[src/rtl/pipe_pkg.sv]
// Shared definitions for the pipeline register file: size defaults, the
// register-address type, the x0 constant and an address range helper.
package pipe_pkg;

    localparam int XLEN_DEF = 64;
    localparam int NREG_DEF = 32;
    localparam int AW_DEF   = 5;

    typedef logic [AW_DEF-1:0] reg_addr_t;

    localparam reg_addr_t X0 = '0;

    // True when the address names an implemented register (x0 included).
    function automatic logic addr_in_range(input reg_addr_t addr, input int nreg);
        return int'(addr) < nreg;
    endfunction

endpackage

[src/rtl/pipe_scoreboard.sv]
// Load-use scoreboard: tracks registers awaiting a load writeback and
// raises stall when a read port needs one that the bypass cannot supply.
module pipe_scoreboard
    import pipe_pkg::*;
#(
    parameter int NREG = NREG_DEF,
    parameter int NRD  = 2,
    parameter int AW   = AW_DEF
) (
    input  logic              clock,
    input  logic              reset,
    input  logic [NRD*AW-1:0] rd_addr,
    input  logic              wr_ok,
    input  logic [AW-1:0]     wr_addr,
    input  logic              iss_valid,
    input  logic              iss_load,
    input  logic [AW-1:0]     iss_rd,
    output logic              stall,
    output logic [NREG-1:0]   busy_vec
);

    logic [NRD-1:0]  port_stall;
    logic [NREG-1:0] set_mask;
    logic [NREG-1:0] clr_mask;

    for (genvar k = 0; k < NRD; k++) begin : g_port
        logic [AW-1:0] addr;
        assign addr = rd_addr[k*AW +: AW];
        assign port_stall[k] = addr_in_range(addr, NREG) && busy_vec[addr]
                               && !(wr_ok && (addr == wr_addr));
    end

    assign stall = |port_stall;

    // Sets are suppressed while stalled so a held decode cannot mark a register twice.
    always_comb begin
        set_mask = '0;
        clr_mask = '0;
        if (wr_ok) begin
            clr_mask[wr_addr] = 1'b1;
        end
        if (iss_valid && iss_load && !stall && (iss_rd != AW'(X0))
            && addr_in_range(iss_rd, NREG)) begin
            set_mask[iss_rd] = 1'b1;
        end
    end

    // Clear first, then set, so a new load to the register being written back wins.
    always_ff @(posedge clock or posedge reset) begin
        if (reset) begin
            busy_vec <= '0;
        end else begin
            busy_vec <= (busy_vec & ~clr_mask) | set_mask;
        end
    end

endmodule

[src/rtl/pipe_regfile.sv]
// Multi-read-port register file with write-through bypass, load-use
// scoreboard and sticky out-of-range flag. PIPE_REGFILE_INIT_EN: reset loads xi=i.
module pipe_regfile
    import pipe_pkg::*;
#(
    parameter int XLEN = XLEN_DEF,
    parameter int NREG = NREG_DEF,
    parameter int NRD  = 2,
    parameter int AW   = AW_DEF
) (
    input  logic                clock,
    input  logic                reset,
    input  logic [NRD*AW-1:0]   rd_addr,
    output logic [NRD*XLEN-1:0] rd_data,
    input  logic                wr_en,
    input  logic [AW-1:0]       wr_addr,
    input  logic [XLEN-1:0]     wr_data,
    input  logic                iss_valid,
    input  logic                iss_load,
    input  logic [AW-1:0]       iss_rd,
    output logic                stall,
    output logic [NREG-1:0]     busy_vec,
    output logic                err_addr
);

    logic [XLEN-1:0] regs [NREG];
    logic            wr_ok;
    logic [NRD-1:0]  rd_oob;
    logic            any_oob;

    assign wr_ok = wr_en && (wr_addr != AW'(X0)) && addr_in_range(wr_addr, NREG);

    for (genvar k = 0; k < NRD; k++) begin : g_read
        logic [AW-1:0] addr;
        assign addr = rd_addr[k*AW +: AW];
        assign rd_oob[k] = !addr_in_range(addr, NREG);
        assign rd_data[k*XLEN +: XLEN] =
            (rd_oob[k] || (addr == AW'(X0))) ? '0 :
            (wr_ok && (addr == wr_addr))     ? wr_data :
                                               regs[addr];
    end

    always_ff @(posedge clock or posedge reset) begin
        if (reset) begin
            for (int i = 0; i < NREG; i++) begin
`ifdef PIPE_REGFILE_INIT_EN
                regs[i] <= XLEN'(i);
`else
                regs[i] <= '0;
`endif
            end
        end else if (wr_ok) begin
            regs[wr_addr] <= wr_data;
        end
    end

    assign any_oob = (|rd_oob)
                     || (wr_en && !addr_in_range(wr_addr, NREG))
                     || (iss_valid && !addr_in_range(iss_rd, NREG));

    always_ff @(posedge clock or posedge reset) begin
        if (reset) begin
            err_addr <= 1'b0;
        end else if (any_oob) begin
            err_addr <= 1'b1;
        end
    end

    pipe_scoreboard #(
        .NREG (NREG),
        .NRD  (NRD),
        .AW   (AW)
    ) u_scoreboard (
        .clock     (clock),
        .reset     (reset),
        .rd_addr   (rd_addr),
        .wr_ok     (wr_ok),
        .wr_addr   (wr_addr),
        .iss_valid (iss_valid),
        .iss_load  (iss_load),
        .iss_rd    (iss_rd),
        .stall     (stall),
        .busy_vec  (busy_vec)
    );

endmodule
[config.mk]
export PLATFORM = sky130hd
export DESIGN_NAME = pipe_regfile
export DESIGN_NICKNAME = d
export VERILOG_FILES = /design/src/rtl/pipe_pkg.sv /design/src/rtl/pipe_scoreboard.sv /design/src/rtl/pipe_regfile.sv
export SDC_FILE = /design/constraint.sdc
export NUM_CORES = 2
export LEC_CHECK = 0
export BUFFER_PORTS_ARGS = -buffer_cell sky130_fd_sc_hd__buf_2
export CAP_MARGIN = 20
export CORE_MARGIN = 2
export CORE_UTILIZATION = 57
export DETAILED_ROUTE_END_ITERATION = 7
export GPL_ROUTABILITY_DRIVEN = 0
export GPL_TIMING_DRIVEN = 0
export PLACE_DENSITY = 0.76
export SLEW_MARGIN = 20
export SYNTH_ARGS = -nofsm -noshare
export SYNTH_HDL_FRONTEND = slang
export SYNTH_SLANG_ARGS = --single-unit
[constraint.sdc]
create_clock -name clock -period 59.1 [get_ports clock]
set_clock_uncertainty 0.05 [all_clocks]
set_input_delay 2.955 -clock clock [delete_from_list [all_inputs] [get_ports clock]]
set_output_delay 2.955 -clock clock [all_outputs]
set_load 0.1 [all_outputs]
==> run summary <==
Resized cells post-CTS - 0
Largest net degree at the start of global routing - 36
CP max-delay cell - clkbuf_1
Via total after detailed routing - 83674
DIE AREA - 199000 µm²
Mapped Cells - 6940
CP dominant cell by count - buf_2
Post-Place Worst Slack - 47.72 ns
Worst hold path depth - 1
Die width - 446 µm
Reg clk slew, reported paths - 0.06 ns
CP Cell Sequence - buf_2, buf_4, buf_2, buf_2, buf_4, nor2_1, nand2_2, clkbuf_1, o21ai_0, a21oi_1, buf_2
CTS tree - yes
Final-report setup violation count - 0
Starting Density - 0.572
Vias per Instance - 8.11
Std cell rows - 162
TritonCTS buffer count - 214
Nets@finish - 7624
Dpl cells - 9860
Hold-fix buffers, CTS - 0
FILL cells - 13399
Synth warn - 0
Most common cell after layout, fill and taps aside - dfrtp_1
Area grow syn2layout - 13.7%
Global-route usage over all layers - 0.499
CP Data Arrival Time - 8.96 ns
Initial antenna violation count - 58
Violated checks - design-rule violations
DRC errors left - 320
Non-filler cells, final - 10319
CP delay by family, top - buffers and inverters
Main flop type after synthesis - dfrtp_1
Netlist Area Pre-Place - 111000 µm²
Clock latency on the worst-skew pair - 0.93 ns
Most frequent cells in the layout - 2080 x dfrtp_1, 2010 x mux2_2, 1241 x mux4_2, 449 x buf_2, 433 x clkbuf_1
Worst slew margin - 0.0736
Max-Cap Viols - 0
Post-DRT Antenna Nets - 0
CP required - 56.09 ns
Crit start category - primary input
Clk sinks - 2080
Fin crit share - 0.202
Cells on worst reg2reg path - 8
Setup bufs post-CTS - 0
Post-Route WL - 491000 µm
Seq cells post-synth - 2080
Final Hold Fails - 0
CP Class - in2out
Wire per inst - 47.6 µm
Hold crit path type - reg2reg
Initial DRC Count - 15455
Seq/Total Area, Yosys - 0.468
Worst path bufs/invs - 7
Library cells used by synthesis - 49
Synth top area share - 0.468
Grt ovf - 0
Worst-margin pin slew - 1.39 ns
Reg2Reg Setup Slack - 56.66 ns
PwrDens - 36.0 nW/µm²
Pleak - 55.1 nW
Top post-synthesis cells by area - dfrtp_1 47%, mux4_2 25%, mux2_2 20%
Critical hold path startpoint - regs[2029]$_DFFE_PP0P_
Port bufs - 238
RR Endpoint - u_scoreboard.busy_vec[13]$_DFF_PP0_
Core Area - 194000 µm²
Final instance area - 127000 µm²
CP Max Fanout - 11
Slack of the critical path - 47.14 ns
Vias in the first global route - 80952
Status - complete, but fails checks
First drt pass iteration count - 8
Worst Hold Path EP - regs[2029]$_DFFE_PP0P_
Mapped Nets - 7029
FMAX - 0.0836 GHz
Final core utilization - 0.651
Clock root cell - clkbuf_16
Fraction of final layout cells sized beyond drive strength 1 - 0.576
Power, Total - 4.56 mW
Setup TNS - 0 ns
Ys async rst share - 1.00
Worst r2r src - u_scoreboard.busy_vec[7]$_DFF_PP0_
VDD IR-drop max - 0.0357 mV
First-pass GRT wire length - 665000 µm
HPWL after DPL - 322000 µm
Crit end category - primary output
Post-route minimum period - 11.96 ns
Final Slew Violations - 0
Ports - 251
Die Height - 446 µm
H-tree depth - 4
Hold WS - 0.431 ns
Syn Area/Cell - 16.0 µm²
Unrepaired setup endpoints after global routing - false
Clock tree buffer depth - 3
Placed Area - 119000 µm²
Area leader, netlist - dfrtp_1
Worst path max stage delay - 1.02 ns
EDFF count, synth - 0
## synthesized netlist by cell type, drive strengths merged, types with 8 or more instances
library cell  count
a211oi          134
a21oi            52
a32o             15
buf             276
clkbuf          575
dfrtp          2080
inv              11
mux2           2010
mux2i           153
mux4           1241
nand2            59
nand3             8
nand3b            8
nor2            105
nor2b            29
nor3             25
o211ai           10
o21ai            98
xnor2             8
## power breakdown
group          total [mW]  internal [mW]  switching, mW  leakage (nW)
Combinational        1.20          0.566          0.631          24.7
Sequential           1.90           1.69          0.210          26.7
Clock                1.46          0.835          0.627          3.66
Total                4.56           3.09           1.47          55.1
## cell type report
type,instances,area [µm²],area share
sequential,2080,52000,0.411
antenna,62,155,0.00123
clock inverter,86,1180,0.00934
inverter,11,45.0,0.000356
clock buffer,310,6250,0.0494
buffer,851,3930,0.0311
multi-input combinational,3998,55600,0.439
timing repair buffer,379,4160,0.0329
tap,2542,3180,0.0251
## worst max-delay path by stage
stage          startpoint                     end  slack, ns  cells past startpoint
6_report       rd_addr[1]             rd_data[47]      47.14                     11
5_1_grt        rd_addr[1]             rd_data[40]      47.73                     11
4_1_cts        rd_addr[1]             rd_data[47]      47.71                     11
3_5_place_dp   rd_addr[1]             rd_data[47]      47.72                     11
3_3_place_gp        reset  regs[1828]$_DFFE_PP0P_      16.41                      2
2_1_floorplan       reset     regs[0]$_DFFE_PP0P_      27.21                      1
## metal layers
| metal | track usage | part of all wire |
|---|---|---|
| met1 | 0.563 | 0.31 |
| met2 | 0.633 | 0.39 |
| met3 | 0.328 | 0.18 |
| met4 | 0.426 | 0.12 |
| met5 | 0.104 | 0.0051 |
## state kept, by name (all words and copies together) (netlist names)
register	flops
u_scoreboard.busy_vec	32
regs	2048
## logic make-up after synthesis
kind of cell    after synthesis  share of synthesized area
mux                        3404                      0.468
flops                      2080                      0.468
buf+inv                     862                     0.0333
compound gates              324                     0.0190
simple gates                259                     0.0109
xor+xnor                     10                   0.000787
other cells                   1                  0.0000337
Note: power is estimated with default switching activity, not from simulation.
